## src/rtl/disp_scan_ctrl.sv

```systemverilog
// ---------------------------------------------------------------------------
// disp_scan_ctrl
//   Single-clock scan controller for a 4-digit common-anode seven-segment
//   display. A free-running prescaler defines one slot per digit. Each slot
//   opens with a blank window, during which all anodes are off, to avoid
//   ghosting. New values are parked in a shadow register through a
//   valid/ready handshake. They become active only at a frame boundary, so a
//   frame never shows a mix of old and new digits.
//
// Ports
//   clk_fast   : system clock, the only clock
//   rst_n      : asynchronous active-low reset
//   upd_valid  : update request (upd_value/upd_dp valid while high)
//   upd_value  : four hex digits, [3:0] = digit 0 (rightmost)
//   upd_dp     : decimal points, bit i = digit i, 1 = lit
//   lzb_en     : leading-zero blanking enable (live level)
//   upd_ready  : shadow slot free
//   an         : anodes, active-low, an[i] = digit i
//   seg        : segments, active-low, seg[0]=a .. seg[6]=g
//   dp_n       : decimal point, active-low
//   frame_done : one-cycle pulse per frame boundary
// ---------------------------------------------------------------------------
module disp_scan_ctrl #(
    parameter int DIV_W        = 18,
    parameter int BLANK_CYCLES = 1024
) (
    input  logic        clk_fast,
    input  logic        rst_n,
    input  logic        upd_valid,
    input  logic [15:0] upd_value,
    input  logic [3:0]  upd_dp,
    input  logic        lzb_en,
    output logic        upd_ready,
    output logic [3:0]  an,
    output logic [6:0]  seg,
    output logic        dp_n,
    output logic        frame_done
);
    localparam logic [DIV_W-1:0] BLANK_END = DIV_W'(BLANK_CYCLES);
    localparam logic [DIV_W-1:0] CNT_ONE   = DIV_W'(1);

    logic [DIV_W-1:0] cnt;
    logic [1:0]       dig;
    logic [15:0]      act_val;
    logic [15:0]      pend_val;
    logic [3:0]       act_dp;
    logic [3:0]       pend_dp;
    logic             pend_v;

    logic             tick;
    logic             boundary;
    logic             accept;
    logic             drive;
    logic             lz_blank;
    logic [3:0]       nib;
    logic [6:0]       seg_dec;

    assign tick      = &cnt;
    assign boundary  = tick && (dig == 2'd3);
    assign upd_ready = ~pend_v;
    assign accept    = upd_valid && ~pend_v;
    assign drive     = (cnt >= BLANK_END);
    assign nib       = act_val[{dig, 2'b00} +: 4];

    // Digit d > 0 goes dark when it and every digit to its left are zero.
    always_comb begin
        lz_blank = 1'b0;
        case (dig)
            2'd1:    lz_blank = (act_val[15:4]  == 12'h000);
            2'd2:    lz_blank = (act_val[15:8]  == 8'h00);
            2'd3:    lz_blank = (act_val[15:12] == 4'h0);
            default: lz_blank = 1'b0;
        endcase
        lz_blank = lz_blank && lzb_en;
    end

    // Hex to active-low segments, g..a order.
    always_comb begin
        seg_dec = 7'h7F;
        case (nib)
            4'h0: seg_dec = 7'h40;
            4'h1: seg_dec = 7'h79;
            4'h2: seg_dec = 7'h24;
            4'h3: seg_dec = 7'h30;
            4'h4: seg_dec = 7'h19;
            4'h5: seg_dec = 7'h12;
            4'h6: seg_dec = 7'h02;
            4'h7: seg_dec = 7'h78;
            4'h8: seg_dec = 7'h00;
            4'h9: seg_dec = 7'h10;
            4'hA: seg_dec = 7'h08;
            4'hB: seg_dec = 7'h03;
            4'hC: seg_dec = 7'h46;
            4'hD: seg_dec = 7'h21;
            4'hE: seg_dec = 7'h06;
            4'hF: seg_dec = 7'h0E;
            default: seg_dec = 7'h7F;
        endcase
    end

    always_ff @(posedge clk_fast or negedge rst_n) begin
        if (!rst_n) begin
            cnt        <= '0;
            dig        <= 2'd0;
            act_val    <= 16'h0000;
            act_dp     <= 4'h0;
            pend_val   <= 16'h0000;
            pend_dp    <= 4'h0;
            pend_v     <= 1'b0;
            an         <= 4'hF;
            seg        <= 7'h7F;
            dp_n       <= 1'b1;
            frame_done <= 1'b0;
        end else begin
            // cnt wraps to 0 on tick by natural overflow.
            cnt <= cnt + CNT_ONE;
            if (tick) dig <= dig + 2'd1;

            // The shadow is full on a boundary with pend_v set, so a
            // same-cycle accept cannot happen then. A capture on a boundary
            // with pend_v clear waits for the next boundary.
            if (boundary && pend_v) begin
                act_val <= pend_val;
                act_dp  <= pend_dp;
                pend_v  <= 1'b0;
            end else if (accept) begin
                pend_val <= upd_value;
                pend_dp  <= upd_dp;
                pend_v   <= 1'b1;
            end

            frame_done <= boundary;

            if (drive && !lz_blank) begin
                an   <= ~(4'b0001 << dig);
                seg  <= seg_dec;
                dp_n <= ~act_dp[dig];
            end else begin
                an   <= 4'hF;
                seg  <= 7'h7F;
                dp_n <= 1'b1;
            end
        end
    end
endmodule

```

## config.mk

```make
export PLATFORM = sky130hd
export DESIGN_NAME = disp_scan_ctrl
export DESIGN_NICKNAME = d
export VERILOG_FILES = /design/src/rtl/disp_scan_ctrl.sv
export SDC_FILE = /design/constraint.sdc
export NUM_CORES = 1
export LEC_CHECK = 0
export CORE_ASPECT_RATIO = 1.1
export CORE_MARGIN = 2
export CORE_UTILIZATION = 50
export CTS_BUF_LIST = sky130_fd_sc_hd__clkbuf_8 sky130_fd_sc_hd__clkbuf_16
export DETAILED_ROUTE_END_ITERATION = 16
export GPL_TIMING_DRIVEN = 0
export PLACE_DENSITY = 0.78
export SETUP_SLACK_MARGIN = 0.4
export SLEW_MARGIN = 30
export SYNTH_ARGS = -nofsm -noshare
export SYNTH_HDL_FRONTEND = slang
export SYNTH_SLANG_ARGS = --single-unit
export TNS_END_PERCENT = 10
```

## constraint.sdc

```tcl
create_clock -name clk_fast -period 2.5 [get_ports clk_fast]
set_clock_uncertainty 0.15 [all_clocks]
set_input_delay 0.5 -clock clk_fast [delete_from_list [all_inputs] [get_ports clk_fast]]
set_output_delay 0.5 -clock clk_fast [all_outputs]
set_load 0.02 [all_outputs]
```

==> qor.log <==
INFO  setup_path     critPathKind=reg -> reg
INFO  synthesis      post-synth-top-count-cell=sky130_fd_sc_hd__dfrtp_1
INFO  sta            period_utilization=0.879
INFO  synthesis      synth_mux_area_frac=0.203
INFO  global_routing grt_max_degree=42
INFO  global_routing globalRouteTotalUtil=0.175
INFO  sta            timing.final.crit_period=2200ps
INFO  synthesis      synth_edf_count=0
INFO  global_routing grt_pass1_vias=2100
INFO  setup_path     r2r-start=dig[0]
INFO  routing        via_count=2114
INFO  status         outcome=complete, no violations
INFO  clock_tree     cts-buffers-inserted=9
INFO  global_routing initial_antenna_violation_count=0
INFO  floorplanning  die_y=90.1µm
INFO  sta            total_neg_setup_slack=0ps
INFO  synthesis      post_synthesis_sequential_area_ratio=0.554
INFO  sta            clock.fmax=0.455GHz
INFO  placed_design  placement_stage_cell_area=0.00388mm²
INFO  synthesis      mappedNetlistArea=0.00337mm²
INFO  routing        routed_wirelength=5810µm
INFO  sta            final_slew_violations=0
INFO  floorplanning  die_w=82.3µm
INFO  sta            slew-limit-headroom=0.509
INFO  setup_path     worstPathArrival=2330ps
INFO  global_routing global_route_wire_length_before_repair=9840µm
INFO  routing        routed_via_density=5.35
INFO  sta            final.setup.worst_slack=303ps
INFO  clock_tree     cts_tree=done
INFO  sta            grt_setup_unrepaired=yes
INFO  routing        avgRoutedWirePerCell=14.7µm
INFO  cells_and_area multiInputGateArea=0.00146mm²
INFO  synthesis      synth.largest_area_cell=sky130_fd_sc_hd__dfrtp_1
INFO  synthesis      mappedNetlistNets=286
INFO  synthesis      proportion_of_netlist_area_held_by_the_largest_area_contributor=0.460
INFO  synthesis      dominant_combinational_cell_family_by_area_after_synthesis=multiplexers
INFO  setup_path     worstReg2RegEnd=seg[3]
INFO  synthesis      netlist_top_cells_area=sky130_fd_sc_hd__dfrtp_1 (46%), sky130_fd_sc_hd__mux2_2 (14%), sky130_fd_sc_hd__dfstp_2 (9.4%)
INFO  synthesis      yosys.area_share.adder=0.0483
INFO  cells_and_area n_fill_cell=470
INFO  sta            final-setup-viol-count=0
INFO  job            max_cap_violations=0
INFO  clock_tree     clock-sinks=74
INFO  floorplanning  top_level_ports=38
INFO  setup_path     critPathCaptureType=flop
INFO  floorplanning  row_count=31
INFO  placed_design  dp_hpwl=4040µm
INFO  sta            hold_slack=334ps
INFO  power          total_leakage_power=1.89nW
INFO  global_routing grt_overflow=0
INFO  clock_tree     clk_pin_slew=80ps
INFO  floorplanning  floorplan.die_area=0.00741mm²
INFO  routing        drt_iter0_markers=119
INFO  synthesis      post_synth_most_frequent_cells=sky130_fd_sc_hd__dfrtp_1 (62), sky130_fd_sc_hd__mux2_2 (41), sky130_fd_sc_hd__nand3_1 (14)
INFO  synthesis      synth-compound-area-share=0.0282
INFO  cells_and_area layout-area-overhead-vs-synth=25.7%
INFO  setup_path     worst_setup_path_start_kind=flop
INFO  sta            worstMarginPinSlew=730ps
INFO  routing        antenna_violating_nets_post_route=0
INFO  cells_and_area final_core_utilization=0.646
INFO  worst_hold_path hold_start=cnt[7]
INFO  cells_and_area antenna_cells=0
INFO  clock_tree     clk-insertion-delay-late=350ps
INFO  worst_hold_path worstHoldPathType=reg -> reg
INFO  floorplanning  initial_core_util=0.514
INFO  clock_tree     clock_tree.buffer_depth=2
INFO  floorplanning  fp.coreArea=0.00656mm²
INFO  cells_and_area finish.net_count=345
INFO  synthesis      synthSimpleGateAreaFrac=0.0932
INFO  power          p_total=2.51mW
INFO  synthesis      yosys_warnings=0
INFO  synthesis      async_reset_ff_frac=1.00
INFO  placed_design  dp_cells=369
INFO  worst_hold_path hold_path_depth=1
INFO  routing        drc_errors=0
INFO  synthesis      syn_avg_cell_area=13.5µm²
INFO  synthesis      syn_inst=249
INFO  worst_hold_path holdPathEnd=cnt[7]
INFO  cells_and_area postLayoutCellArea=0.00424mm²
INFO  placed_design  port-buffer-count=37
INFO  synthesis      synth_cell_type_count=41
INFO  cells_and_area post_layout_nonfiller_instances=395
INFO  setup_path     worst_reg2reg_path_length_in_cells=7
INFO  setup_path     crit_fanout=5
INFO  setup_path     cp.required=2640ps
INFO  synthesis      dominantRegCellSynth=sky130_fd_sc_hd__dfrtp_1
INFO  synthesis      synth_xor_area_frac=0.0494
INFO  placed_design  gpl.final_weighted_congestion=0.806
INFO  power          power.density_cell_area=592mW/mm²
INFO  setup_path     setup.reg_to_reg.worst_slack=300ps
INFO  placed_design  placement.setup.worst_slack=170ps
INFO  synthesis      synth_seq_cells=74
INFO  cells_and_area layout.area.seq=0.00187mm²
INFO  cells_and_area layout_cells_sized_above_1=0.332
INFO  clock_tree     total_number_of_h_tree_levels=3
INFO  sta            timing_hold_violations_final=0
INFO  clock_tree     cts.root.buffer_cell=sky130_fd_sc_hd__clkbuf_8
INFO  routing        detailedRoute.firstPassIterationCount=4
INFO  power          ir_worst_vdd=0.509mV
power breakdown:
group | switching (mW) | internal, mW | leakage [nW]
Clock | 0.454 | 0.694 | 0.127
Combinational | 0.0361 | 0.0654 | 0.833
Sequential | 0.0215 | 1.24 | 0.934
critical path, stage by stage (launching register included):
cell and delay, ps:
sky130_fd_sc_hd__dfrtp_1 380, sky130_fd_sc_hd__buf_6 140, sky130_fd_sc_hd__mux4_2 590, sky130_fd_sc_hd__inv_4 130, sky130_fd_sc_hd__ha_4 140, sky130_fd_sc_hd__inv_2 30
sky130_fd_sc_hd__mux4_2 430, sky130_fd_sc_hd__nand2b_4 140
registers in the layout, summed over array words and instances, names as in the netlist:
signal / cells
act_dp: 4
act_val: 16
an: 4
cnt: 18
dig: 2
dp_n: 1
frame_done: 1
pend_dp: 4
pend_v: 1
pend_val: 16
seg: 7
how the worst max path moves through the flow:
| stage | from | endpoint | slack (ps) | cells past startpoint |
|---|---|---|---|---|
| finish | dig[0] | seg[3] | 300 | 7 |
| CTS | dig[0] | seg[3] | 320 | 7 |
| global placement | rst_n | pend_val[6] | -1610 | 1 |
| floorplan | dig[0] | seg[3] | 390 | 7 |
| detailed placement | upd_valid | pend_val[6] | 170 | 4 |
| global route | dig[0] | seg[3] | 240 | 7 |
per-layer routing:
layer  track usage  routed length, µm  vias up  part of all wire
met4        0.0667                104        0             0.018
li1              -                  -     1006                 -
met1         0.243               2650     1058              0.46
met5             0                  0        -                 0
met3        0.0542                230        9             0.040
met2         0.257               2830       41              0.49
timing repair:
action                                  CTS  global route
gates resized for setup                   4             6
pin swaps                                 0             3
endpoints found under the setup margin   25            44
endpoints found under the hold margin    24             0
setup buffers                             5             4
hold buffers                              1             0
cells by family after synthesis:
group	Yosys count
DFF	74
and+or+nand+nor	57
muxes	55
xor gates and xnor gates	19
buffers and inverters	18
AOI/OAI and AO/OA	13
adders and majority gates	13
layout by cell type, fill, tap and decap left out, drive strengths merged, types with 7 or more instances in the layout:
master | Yosys | final
inv | 11 | 12
mux2 | 43 | 43
nor4 | 9 | 9
nand3 | 14 | 14
dfrtp | 62 | 62
xor2 | 7 | 7
buf | 5 | 17
clkdlybuf4s50 | 0 | 36
mux2i | 8 | 8
ha | 13 | 13
nand2 | 11 | 11
xnor2 | 12 | 12
dfstp | 12 | 12
clkbuf | 2 | 11
layout make-up:
class / count / share of cell area
clock buffer: 10 / 0.0325
multi-input combinational: 157 / 0.345
tap: 82 / 0.0242
inverter: 11 / 0.0109
buffer: 7 / 0.0106
clock inverter: 6 / 0.0266
timing repair buffer: 48 / 0.110
sequential: 74 / 0.441
(Power assumes the default switching activity.)
==> RTL edit, RTL diff (config.mk and constraints unchanged) <==
Change the parameter `BLANK_CYCLES` from 1024 to 768.
--- a/src/rtl/disp_scan_ctrl.sv
+++ b/src/rtl/disp_scan_ctrl.sv
@@ -23,5 +23,5 @@
 module disp_scan_ctrl #(
     parameter int DIV_W        = 18,
-    parameter int BLANK_CYCLES = 1024
+    parameter int BLANK_CYCLES = 768
 ) (
     input  logic        clk_fast,
Formal check against the unedited RTL: no difference found for any inputs over 10 cycles, from zero or initial values and one cycle with rst_n low; that may be too few to reach the edited logic, so the function may still have changed.
==> RTL edit against the unedited design <==
Cell area is 0.21% higher; synthesized area is 1.3% higher; critical path depth stayed put; critical path type unchanged; setup slack better by 0.041 ns; total power is 12% lower; critical endpoint is now seg[0]$_DFF_PN1_; sequential cell count stayed put; routed wire length is 4.5% higher.
==> RTL edit: results (changes against the unedited design) <==
Parameter                              Value

Synth
  Prevailing post-synth register cell ... sky130_fd_sc_hd__dfrtp_1
  Synth async-reset ratio ... 1.00 (unchanged)
  Ys Warns ... 0 (unchanged)
  Number of different library cells in the post-synthesis netlist ... 40 (-2.4%)
  Synthesized instance count ... 253 (+1.6%)
  Largest cells by area after synthesis ... sky130_fd_sc_hd__dfrtp_1, sky130_fd_sc_hd__mux2_2, sky130_fd_sc_hd__dfstp_2
  Sequential area share after synthesis ... 0.547 (-0.00711)
  Syn Nets ... 290 (+1.4%)
  Commonest cells in the netlist ... sky130_fd_sc_hd__dfrtp_1, sky130_fd_sc_hd__mux2_2, sky130_fd_sc_hd__nand2_1

Cells and area
  Antenna diode count ... 0 (unchanged)
  Total number of nets in the final design ... 352 (+2.0%)
  Fill cell count ... 519 (+10%)
  Fraction of layout instances using a drive strength above 1 ... 0.334 (+0.00211)

Critical path
  Slack of the worst reg-to-reg path ... 0.34 ns (+0.04 ns)
  Capture instance of the worst register-to-register path ... seg[0]$_DFF_PN1_
  Arrival @ worst endpoint ... 2.26 ns (-0.07 ns)
  Critical R2R Launch ... dig[0]$_DFFE_PN0N_
  Worst Path Max Fanout ... 4 (-1)
  Max stage delay on crit path ... 0.48 ns (-0.11 ns)
  Worst-path cell with the longest stage delay ... sky130_fd_sc_hd__or3_2

Global route
  Vias in the first global route ... 2090 (-0.48%)
  Global routing usage summed across all routing layers ... 0.183 (+0.00785)
  First-pass GRT wire length ... 10.2 mm (+3.7%)
  Pin count of the biggest net entering global routing ... 46 (+9.5%)

CTS
  Cts bufs inserted ... 9 (unchanged)
  Worst-skew pair later-pin latency ... 0.34 ns
  Clock transition at the registers of the reported paths ... 0.08 ns (about the same)
  H-tree depth ... 3 (unchanged)
  Maximum buffer depth of the clock tree ... 2 (unchanged)

Pwr
  Leakage power ... 1.90 nW (+0.50%)
  Maximum ir drop on the vdd rail ... 389 uV (-24%)

Run status
  Outcome ... finished, final reports clean

Detailed routing
  Initial detailed-routing violation count ... 110 (-7.6%)
  Vias per std cell ... 5.35 (about the same)
  Via count ... 2150 (+1.7%)
  Detail-routed net length per standard cell ... 15.1 microns (+2.7%)
  Number of detailed-route iterations in the first pass ... 4 (unchanged)

Timing
  Actual slew at the worst max-slew pin ... 0.586 ns (-0.143 ns)

Placement
  Cell total after placement ... 373 (+1.1%)
  Sum of net half-perimeters after detailed placement ... 4.31 mm (+6.5%)
  Port Buffer Count ... 37 (unchanged)
  Gpl congestion ... 0.839 (+4.1%)

Worst hold path
  Hold Crit Start ... cnt[0]$_DFF_PN0_
  Hold EP ... cnt[0]$_DFF_PN0_
  Path type of the worst min-delay path ... register to register
  Hold Path Depth ... 1 (unchanged)
RTL edit: cell families after synthesis:
logic type | count (synthesis) | share of synthesized area
AOI/OAI and AO/OA | 11 | 0.0242
xor gates and xnor gates | 19 | 0.0488
adders and majority gates | 13 | 0.0477
buffers and inverters | 17 | 0.0257
DFF | 74 | 0.547
muxes | 56 | 0.204
and+or+nand+nor | 63 | 0.103
RTL edit: layout make-up:
cell class	instances	area [sq um]	area share
multi-input combinational	162	1500	0.352
clock inverter	4	18.8	0.00442
tap	82	103	0.0242
sequential	74	1870	0.440
timing repair buffer	51	495	0.117
clock buffer	12	165	0.0389
buffer	7	57.6	0.0136
inverter	10	42.5	0.0100
RTL edit: what timing repair did:
item	4_1_cts	5_1_grt
hold endpoints to repair	17	0
pin swaps	3	0
endpoints found under the setup margin	35	38
setup buffers	8	4
resized for setup	5	3
hold buffers	1	0
RTL edit: per-layer routing:
layer  GRT usage  vias to the layer above  routed length (microns)
li1            -                     1025                        -
met1       0.240                     1063                     2580
met2       0.278                       48                     3100
met3      0.0430                       14                      242
met4      0.0984                        0                      149
met5           0                        -                        0
RTL edit: metrics by stage:
stage               worst slack (ns)  TNS (ns)   util  hold WS [ns]  instance area [sq um]
floorplan                      0.377         0      -        0.0544                   3440
global placement               -1.63   -110.29  0.593         0.303                   3910
detailed placement             0.115         0  0.597         0.307                   3940
CTS                            0.336         0  0.639         0.334                   4210
global route                   0.294         0  0.644         0.357                   4250
finish                         0.345         0  0.644         0.344                   4250
RTL edit: how the worst max path moves through the flow:
stage	from	endpoint	slack (ns)	cells past startpoint
CTS	dig[0]$_DFFE_PN0N_	seg[0]$_DFF_PN1_	0.34	7
detailed placement	upd_valid	pend_dp[0]$_DFFE_PN0P_	0.12	4
global placement	rst_n	cnt[10]$_DFF_PN0_	-1.63	1
floorplan	dig[0]$_DFFE_PN0N_	seg[3]$_DFF_PN1_	0.38	7
global route	dig[0]$_DFFE_PN0N_	seg[3]$_DFF_PN1_	0.29	7
finish	dig[0]$_DFFE_PN0N_	seg[0]$_DFF_PN1_	0.34	7
RTL edit: power breakdown:
part	internal [mW]	switching (mW)	leakage (nW)	total, mW
Combinational	0.0635	0.0364	0.860	0.0999
Sequential	1.24	0.0207	0.941	1.26
Clock	0.431	0.414	0.102	0.846
RTL edit: worst max-delay path: cells and delay by family, from the launching register on:
family	cells	cell delay, ns
and+or+nand+nor	1	0.48
muxes	1	0.42
DFF	1	0.39
AOI/OAI and AO/OA	2	0.22
buffers and inverters	2	0.20
adders and majority gates	1	0.20
